$ cat config.mk
export PLATFORM = sky130hd
export DESIGN_NAME = instr_fetch_unit
export DESIGN_NICKNAME = d
export VERILOG_FILES = /design/src/rtl/instr_fetch_unit.sv
export SDC_FILE = /design/constraint.sdc
export NUM_CORES = 1
export LEC_CHECK = 0
export BUFFER_PORTS_ARGS = -buffer_cell sky130_fd_sc_hd__buf_2
export CAP_MARGIN = 20
export CORE_MARGIN = 5
export CORE_UTILIZATION = 31
export CTS_CLUSTER_DIAMETER = 200
export DETAILED_ROUTE_END_ITERATION = 16
export GPL_ROUTABILITY_DRIVEN = 0
export PLACE_DENSITY = 0.63
export SKIP_CTS_REPAIR_TIMING = 1
export SKIP_LAST_GASP = 1
export SLEW_MARGIN = 20
export SYNTH_ARGS = -nofsm -noshare
export SYNTH_HDL_FRONTEND = slang
export SYNTH_SLANG_ARGS = --single-unit
$ cat constraint.sdc
create_clock -name clk -period 4.95 [get_ports clk]
set_clock_uncertainty 0.1 [all_clocks]
set_input_delay 0.99 -clock clk [delete_from_list [all_inputs] [get_ports clk]]
set_output_delay 0.99 -clock clk [all_outputs]
set_load 0.05 [all_outputs]
$ cat src/rtl/instr_fetch_unit.sv
// Instruction fetch: owns the PC, issues in-order imem reads under a credit cap, buffers words for decode.
// Optional macro FETCH_ILLEGAL_CHECK_EN adds a per-entry unsupported-opcode flag on dec_illegal.
module instr_fetch_unit #(
  parameter logic [31:0] RESET_PC   = 32'h0000_0000,
  parameter int          FIFO_DEPTH = 2
) (
  input  logic        clk,
  input  logic        rst_n,
  output logic        imem_req_valid,
  input  logic        imem_req_ready,
  output logic [31:0] imem_addr,
  input  logic        imem_rsp_valid,
  input  logic [31:0] imem_rsp_data,
  input  logic        redirect_valid,
  input  logic [31:0] redirect_pc,
  output logic        dec_valid,
  input  logic        dec_ready,
  output logic [31:0] dec_instr,
  output logic [5:0]  dec_opcode,
  output logic [31:0] dec_pc,
  output logic [31:0] dec_pc_plus4,
  output logic        dec_illegal
);
  localparam int PW = (FIFO_DEPTH > 1) ? $clog2(FIFO_DEPTH) : 1;
  localparam int CW = $clog2(FIFO_DEPTH + 1);

  logic [31:0]   fetch_pc_q, fetch_pc_d, rsp_pc_q, rsp_pc_d;
  logic [CW-1:0] out_q, out_d, disc_q, disc_d, cnt_q, cnt_d;
  logic [PW-1:0] wptr_q, wptr_d, rptr_q, rptr_d;
  logic [31:0]   instr_q [FIFO_DEPTH];
  logic [31:0]   instr_d [FIFO_DEPTH];
  logic [31:0]   pc_q    [FIFO_DEPTH];
  logic [31:0]   pc_d    [FIFO_DEPTH];
  logic [CW:0]   inflight;
  logic          req_hs, push, pop;
  logic [31:0]   redir_pc;

  // Credit covers buffered plus in-flight words, so a returning word always has a slot.
  assign inflight       = {1'b0, out_q} + {1'b0, cnt_q};
  assign imem_req_valid = (inflight < (CW+1)'(FIFO_DEPTH)) && !redirect_valid && rst_n;
  assign imem_addr      = fetch_pc_q;
  assign req_hs         = imem_req_valid && imem_req_ready;
  assign dec_valid      = (cnt_q != '0);
  assign pop            = dec_valid && dec_ready && !redirect_valid;
  assign push           = imem_rsp_valid && (disc_q == '0) && !redirect_valid;
  assign redir_pc       = redirect_pc & ~32'h3;

  always_comb begin
    fetch_pc_d = fetch_pc_q;
    rsp_pc_d   = rsp_pc_q;
    disc_d     = disc_q;
    cnt_d      = cnt_q;
    wptr_d     = wptr_q;
    rptr_d     = rptr_q;
    instr_d    = instr_q;
    pc_d       = pc_q;
    out_d      = out_q + CW'(req_hs) - CW'(imem_rsp_valid);
    if (redirect_valid) begin
      fetch_pc_d = redir_pc;
      rsp_pc_d   = redir_pc;
      cnt_d      = '0;
      wptr_d     = '0;
      rptr_d     = '0;
      disc_d     = out_d;
    end else begin
      if (req_hs) fetch_pc_d = fetch_pc_q + 32'd4;
      if (imem_rsp_valid) begin
        if (disc_q != '0) disc_d   = disc_q - CW'(1);
        else              rsp_pc_d = rsp_pc_q + 32'd4;
      end
      if (push) begin
        instr_d[wptr_q] = imem_rsp_data;
        pc_d[wptr_q]    = rsp_pc_q;
        wptr_d          = wptr_q + PW'(1);
      end
      if (pop) rptr_d = rptr_q + PW'(1);
      cnt_d = cnt_q + CW'(push) - CW'(pop);
    end
  end

  always_ff @(posedge clk) begin
    if (!rst_n) begin
      fetch_pc_q <= RESET_PC;
      rsp_pc_q   <= RESET_PC;
      out_q      <= '0;
      disc_q     <= '0;
      cnt_q      <= '0;
      wptr_q     <= '0;
      rptr_q     <= '0;
    end else begin
      fetch_pc_q <= fetch_pc_d;
      rsp_pc_q   <= rsp_pc_d;
      out_q      <= out_d;
      disc_q     <= disc_d;
      cnt_q      <= cnt_d;
      wptr_q     <= wptr_d;
      rptr_q     <= rptr_d;
    end
  end

  // Storage needs no reset: outputs are gated by dec_valid.
  always_ff @(posedge clk) begin
    instr_q <= instr_d;
    pc_q    <= pc_d;
  end

  assign dec_instr    = dec_valid ? instr_q[rptr_q] : 32'h0;
  assign dec_opcode   = dec_instr[31:26];
  assign dec_pc       = dec_valid ? pc_q[rptr_q] : 32'h0;
  assign dec_pc_plus4 = dec_valid ? pc_q[rptr_q] + 32'd4 : 32'h0;

`ifdef FETCH_ILLEGAL_CHECK_EN
  logic ill_q [FIFO_DEPTH];
  logic ill_d [FIFO_DEPTH];
  logic rsp_ill;

  always_comb begin
    case (imem_rsp_data[31:26])
      6'b000000, 6'b100011, 6'b101011, 6'b000100, 6'b001000: rsp_ill = 1'b0;
      default:                                                rsp_ill = 1'b1;
    endcase
    ill_d = ill_q;
    if (push) ill_d[wptr_q] = rsp_ill;
  end

  always_ff @(posedge clk) ill_q <= ill_d;

  assign dec_illegal = dec_valid && ill_q[rptr_q];
`else
  assign dec_illegal = 1'b0;
`endif

  a_no_overflow: assert property (@(posedge clk) disable iff (!rst_n)
    !(push && !pop && (cnt_q == CW'(FIFO_DEPTH))));
endmodule

==> results of run 1 <==
[metal layers]
metal	routed length (um)	track usage (%)
met5	0	0
met4	124	2.67
met3	2040	3.85
met2	10900	22.0
met1	11700	21.0
[cell families (layout without fill, tap and decap cells)]
group	Yosys count	after routing	synth area share, %
buf+inv	78	257	4.24
compound gates	132	132	8.59
xor+xnor	70	70	6.64
other cells	1	7	0.0406
fa+ha+maj	9	9	1.30
mux	70	70	7.70
simple gates	291	291	16.4
flops	192	192	55.1
[layout by cell type, fill, tap and decap left out, drive strengths merged, types with 5 or more instances in the layout]
cell type	netlist	routed
nor4	15	15
nor2b	6	6
and3	5	5
xor2	19	19
nand3	33	33
inv	20	30
clkbuf	27	17
buf	31	205
or3	7	7
dfxtp	68	68
xnor2	51	51
o21ai	39	39
mux2i	62	62
mux2	8	8
nor2	93	93
a31oi	7	7
nor3	25	25
ha	8	8
conb	1	7
a21oi	58	58
nand4	18	18
edfxtp	124	124
o31ai	5	5
nand2	50	50
and2	14	14
and4	11	11
[sequential cells by signal, indices dropped and copies added (netlist names)]
signal / count
instr_q: 64
pc_q: 60
imem_addr: 30
rsp_pc_q: 30
wptr_q: 1
cnt_q: 2
rptr_q: 1
out_q: 2
disc_q: 2
[metrics by stage]
stage | util [%] | worst slack [ps] | instance area (um2)
3_3_place_gp | 35.5 | 785 | 10500
5_1_grt | 37.4 | 52.0 | 11100
2_1_floorplan | - | 220 | 9260
6_report | 37.4 | 329 | 11100
4_1_cts | 37.4 | 288 | 11100
3_5_place_dp | 35.5 | 770 | 10500
[power by group through the flow]
stage | sequential (W) | clock, W | combinational (W)
detailed placement | 0.00191 | 0 | 0.000548
CTS | 0.00187 | 0.00137 | 0.000550
global placement | 0.00191 | 0 | 0.000541
global route | 0.00189 | 0.00144 | 0.000589
finish | 0.00188 | 0.00134 | 0.000546
floorplan | 0.00195 | 0 | 0.000346
[final cells by class]
class	count	area [um2]	area share, %
clock buffer	17	425	3.84
clock inverter	15	143	1.29
inverter	20	75.1	0.678
multi-input combinational	579	3800	34.4
sequential	192	5090	46.0
tap	390	488	4.41
timing repair buffer	205	1050	9.45
[worst max-delay path, stage by stage (launching register included)]
cell,delay (ps)
dfxtp_4,730
buf_4,680
nand2_1,100
o32a_1,330
or2_1,340
nor4_2,300
mux2_1,340
buf_2,210
[worst min-delay path by stage]
stage / cells past startpoint / slack (ps) / end / startpoint
detailed placement: 1 / 390 / imem_addr[19]$_SDFFE_PN0P_ / imem_addr[19]$_SDFFE_PN0P_
CTS: 0 / 410 / pc_q[63]$_DFFE_PP_ / rsp_pc_q[31]$_SDFFE_PN0P_
global placement: 1 / 380 / imem_addr[19]$_SDFFE_PN0P_ / imem_addr[19]$_SDFFE_PN0P_
finish: 0 / 410 / pc_q[63]$_DFFE_PP_ / rsp_pc_q[31]$_SDFFE_PN0P_
floorplan: 0 / 320 / pc_q[40]$_DFFE_PP_ / rsp_pc_q[8]$_SDFFE_PN0P_
global route: 0 / 420 / pc_q[63]$_DFFE_PP_ / rsp_pc_q[31]$_SDFFE_PN0P_
==> impl_results.md, run 1 <==
- Main synth FF type: edfxtp_1
- Worst setup startpoint: rptr_q$_SDFFE_PP0P_
- Max Cap Viol: 0
- Die height: 183 um
- Antenna Nets Post-Route: 0
- Post-synth top area share: 40.3%
- Max VDD drop: 0.186 mV
- Combinational Power Share: 14.5%
- Grt ovf: 0
- Largest net degree at the start of global routing: 87
- Static Leak: 4.10 nW
- Core Area: 0.0296 mm2
- Clk Latency, worst-skew pair: 430 ps
- Total power: 0.00376 W
- Sinks on Clock Net: 192
- R2R Setup Slk: 1840 ps
- Final Hold Fails: 0
- Row cnt: 63
- IO Pins: 207
- Worst r2r src: cnt_q[0]$_SDFF_PP0_
- CTS max path bufs: 2
- Fillers: 2952
- Crit. End Element: output port
- Number of flops mapped to enable cells by yosys: 124
- CTS Root Cell: clkbuf_16
- Die footprint: 0.0333 mm2
- Reg-to-Reg End: disc_q[1]$_SDFFE_PN0P_
- Leading post-synthesis cells by instance count: edfxtp_1, nor2_1, dfxtp_1, mux2i_1, a21oi_1
- Die width: 183 um
- Clock share of power: 35.5%
- Dominant cells by area after synthesis: edfxtp_1, dfxtp_1, mux2i_1
- Area grow syn2layout: 19.9%
- First-pass DRT Iterations: 4
- Post-layout net count: 1094
- Worst-path clk slew: 70 ps
- Yosys warning total: 0
- Syn Area/Cell: 11.0 um2
- Detailed Route Iter0 Violations: 420
- Slew Limit Fails: 0
- Outcome: complete, no violations
- GRT Util Overall: 14.5%
- Crit share post-route: 93.4%
- Initial antenna violation count: 0
- FF-to-FF path depth: 10
- Net switching power: 0.00113 W
- Critical path endpoint: dec_pc_plus4[30]
- Final setup TNS: 0 ps
- Net Sw Frac: 30.1%
- # setup viols final: 0
- Total number of vias: 7007
- Max FO, Critical Path: 48
- RSZ-0062 raised after global routing: false
- Fin crit period: 4620 ps
- Share of post-route cells with drive strength above 1: 25.5%
- Wirelength per Cell: 17.5 um
- Int Pwr: 0.00262 W
- TritonCTS clock tree: yes
- Placed insts: 1386
- HPWL after DPL: 17900 um
- WS Path Type: flip-flop to output port
- Post-synth top area cell: edfxtp_1
- Async S/R FF share, synth: 0%
- Vias per cell: 4.94
- Pwr/cell area: 339 mW/mm2
- Fmax: 216 MHz
- Routed WL: 24800 um
- Worst hold path class: flip-flop to flip-flop
- DRC: 0
- Number of synthesized register bits: 192
- Initial Util: 31.2%
- Input/output buffers: 197
- Global-route wire length before repair: 37900 um
- Req. time, crit path: 3860 ps
- Htree depth: 4
- Final cell count without fillers: 1418
- Top-count cell post-synth: edfxtp_1
- Arrival time at the worst endpoint: 3530 ps
- CTS Buf Count: 17
- Kind of start point of the critical path: flip-flop
- Flop pwr share: 49.9%
- Seq/Total Area, Yosys: 55.1%
- Synth cell types: 63
- Mapped cell area: 0.00923 mm2
- Number of global-route vias before repair: 6637
- Cells after synthesis: 843
- Slew margin rel.: 41.2%
- Worst-margin pin slew: 882 ps
- Inserted Diodes: 0
- Hold Slack: 407 ps
Power figures use the tool's default switching activity.
==> inputs of run 2 (changes only) <==
Settings changed: CORE_UTILIZATION 31 to 35, PLACE_DENSITY 0.63 to 0.69.
==> run 2 against run 1 <==
Against the previous run: maximum frequency is 7.6% higher; cell count is 3.9% lower; global-route usage is 1.1 points higher; sequential power barely moved; setup slack gained 330 ps; largest cell class unchanged; combinational power is essentially flat; critical endpoint is now dec_pc_plus4[31].
==> impl_results.md, run 2 (same netlist as run 1, synthesis figures left out) <==
- GRT Util Overall: 15.6% (+1.1 points)
- Sinks on Clock Net: 192 (unchanged)
- Hold Slack: 403 ps (-4.93 ps)
- First-pass DRT Iterations: 5 (+1)
- CTS Root Cell: clkbuf_16
- Number of global-route vias before repair: 6699 (+0.93%)
- Inserted Diodes: 0 (unchanged)
- Clk Latency, worst-skew pair: 430 ps (about the same)
- Total number of vias: 6978 (-0.41%)
- Initial Util: 35.5% (+4.3 points)
- Crit. End Element: output port
- WS Path Type: flip-flop to output port
- Max Cap Viol: 0 (unchanged)
- Die width: 172 um (-5.6%)
- Commonest non-fill, non-tap cell in the layout: buf_2
- Arrival time at the worst endpoint: 3200 ps (-330 ps)
- Fin crit period: 4290 ps (-327 ps)
- Row cnt: 59 (-6.3%)
- Static Leak: 4.11 nW (+0.16%)
- Fillers: 2476 (-16%)
- RSZ-0062 raised after global routing: false
- DRC: 0 (unchanged)
- Routed WL: 24100 um (-2.7%)
- Core Area: 0.0260 mm2 (-12%)
- Antenna Nets Post-Route: 0 (unchanged)
- HPWL after DPL: 17600 um (-1.4%)
- Slew margin rel.: 45.1% (+3.9 points)
- Reg area: 0.00509 mm2 (unchanged)
- Final setup TNS: 0 ps (unchanged)
- CTS Buf Count: 17 (unchanged)
- Post-layout net count: 1094 (unchanged)
- Final Hold Fails: 0 (unchanged)
- Share of post-route cells with drive strength above 1: 25.5% (unchanged)
- Crit share post-route: 86.7% (-6.6 points)
- Slew Limit Fails: 0 (unchanged)
- TritonCTS clock tree: yes
- Worst-path clk slew: 70 ps (about the same)
- Outcome: complete, no violations
- Area grow syn2layout: 19.3%
- Largest register by flop count: instr_q
- Initial antenna violation count: 0 (unchanged)
- Multi-input gate area: 0.00380 mm2 (unchanged)
- Largest register FFs: 64 (unchanged)
- Detailed Route Iter0 Violations: 420 (unchanged)
- # setup viols final: 0 (unchanged)
- Die footprint: 0.0297 mm2 (-11%)
- Worst hold path class: flip-flop to flip-flop
- Global-route wire length before repair: 36400 um (-4.0%)
- Worst-margin pin slew: 824 ps (-58.5 ps)
- Largest registers: instr_q (64), pc_q (60)
- Final core occ: 42.4% (+4.9 points)
- Kind of start point of the critical path: flip-flop
- Wirelength per Cell: 17.7 um (+1.3%)
- Total power: 0.00375 W (-0.26%)
- Max FO, Critical Path: 35 (-27%)
- Max VDD drop: 0.207 mV (+11%)
- Grt ovf: 0 (unchanged)
- Die height: 172 um (-5.6%)
- Fmax: 233 MHz (+7.6%)
- Htree depth: 4 (unchanged)
- Most frequent cells in the layout: buf_2, edfxtp_1, nor2_1, dfxtp_1, mux2i_1
- Largest net degree at the start of global routing: 87 (unchanged)
- Pwr/cell area: 340 mW/mm2 (+0.22%)
- Req. time, crit path: 3860 ps (about the same)
- Input/output buffers: 197 (unchanged)
- CTS max path bufs: 2 (unchanged)
- Vias per cell: 5.12 (+3.6%)
- IO Pins: 207 (unchanged)
-- run 2: final timing paths --
| path | start | to | slack [ps] | cells after the start |
|---|---|---|---|---|
| max | rptr_q$_SDFFE_PP0P_ | dec_pc_plus4[31] | 660 | 6 |
| min | imem_addr[19]$_SDFFE_PN0P_ | imem_addr[19]$_SDFFE_PN0P_ | 400 | 1 |
| max reg2reg | cnt_q[0]$_SDFF_PP0_ | disc_q[1]$_SDFFE_PN0P_ | 1820 | 10 |
| min reg2reg | imem_addr[19]$_SDFFE_PN0P_ | imem_addr[19]$_SDFFE_PN0P_ | 400 | 1 |
-- run 2: final cells by class --
cell class                 count  share of cell area [%]
tap                          335                    3.81
inverter                      20                   0.682
timing repair buffer         205                    9.72
clock inverter                14                    1.18
clock buffer                  18                    3.90
multi-input combinational    579                    34.5
sequential                   192                    46.2
-- run 2: layer usage --
layer | track usage, % | wire length, um | vias to the layer above
met1 | 21.9 | 11200 | 3331
met3 | 3.77 | 2070 | 11
met5 | 0 | 0 | -
met4 | 3.01 | 152 | 0
met2 | 24.7 | 10700 | 248
li1 | - | - | 3388
-- run 2: critical path, cell delays in order, from the launching register on --
cell     delay [ps]
dfxtp_4         640
nand4_1         210
a22oi_2         640
nand4_4         310
nor4_2          360
mux2_1          370
buf_2           220
-- run 2: per-stage QoR --
step / setup slack (ps) / cells / cell area (um2)
final: 656 / 1363 / 11000
after global routing: 477 / 1363 / 11000
after CTS: 621 / 1363 / 11000
after detailed placement: 1080 / 1331 / 10500
after global placement: 1100 / 1331 / 10500
after floorplan: 220 / 849 / 9260
-- run 2: where the power goes --
| group | internal [W] | switching, W |
|---|---|---|
| Clock | 0.000672 | 0.000654 |
| Combinational | 0.000156 | 0.000390 |
| Sequential | 0.00180 | 0.0000756 |
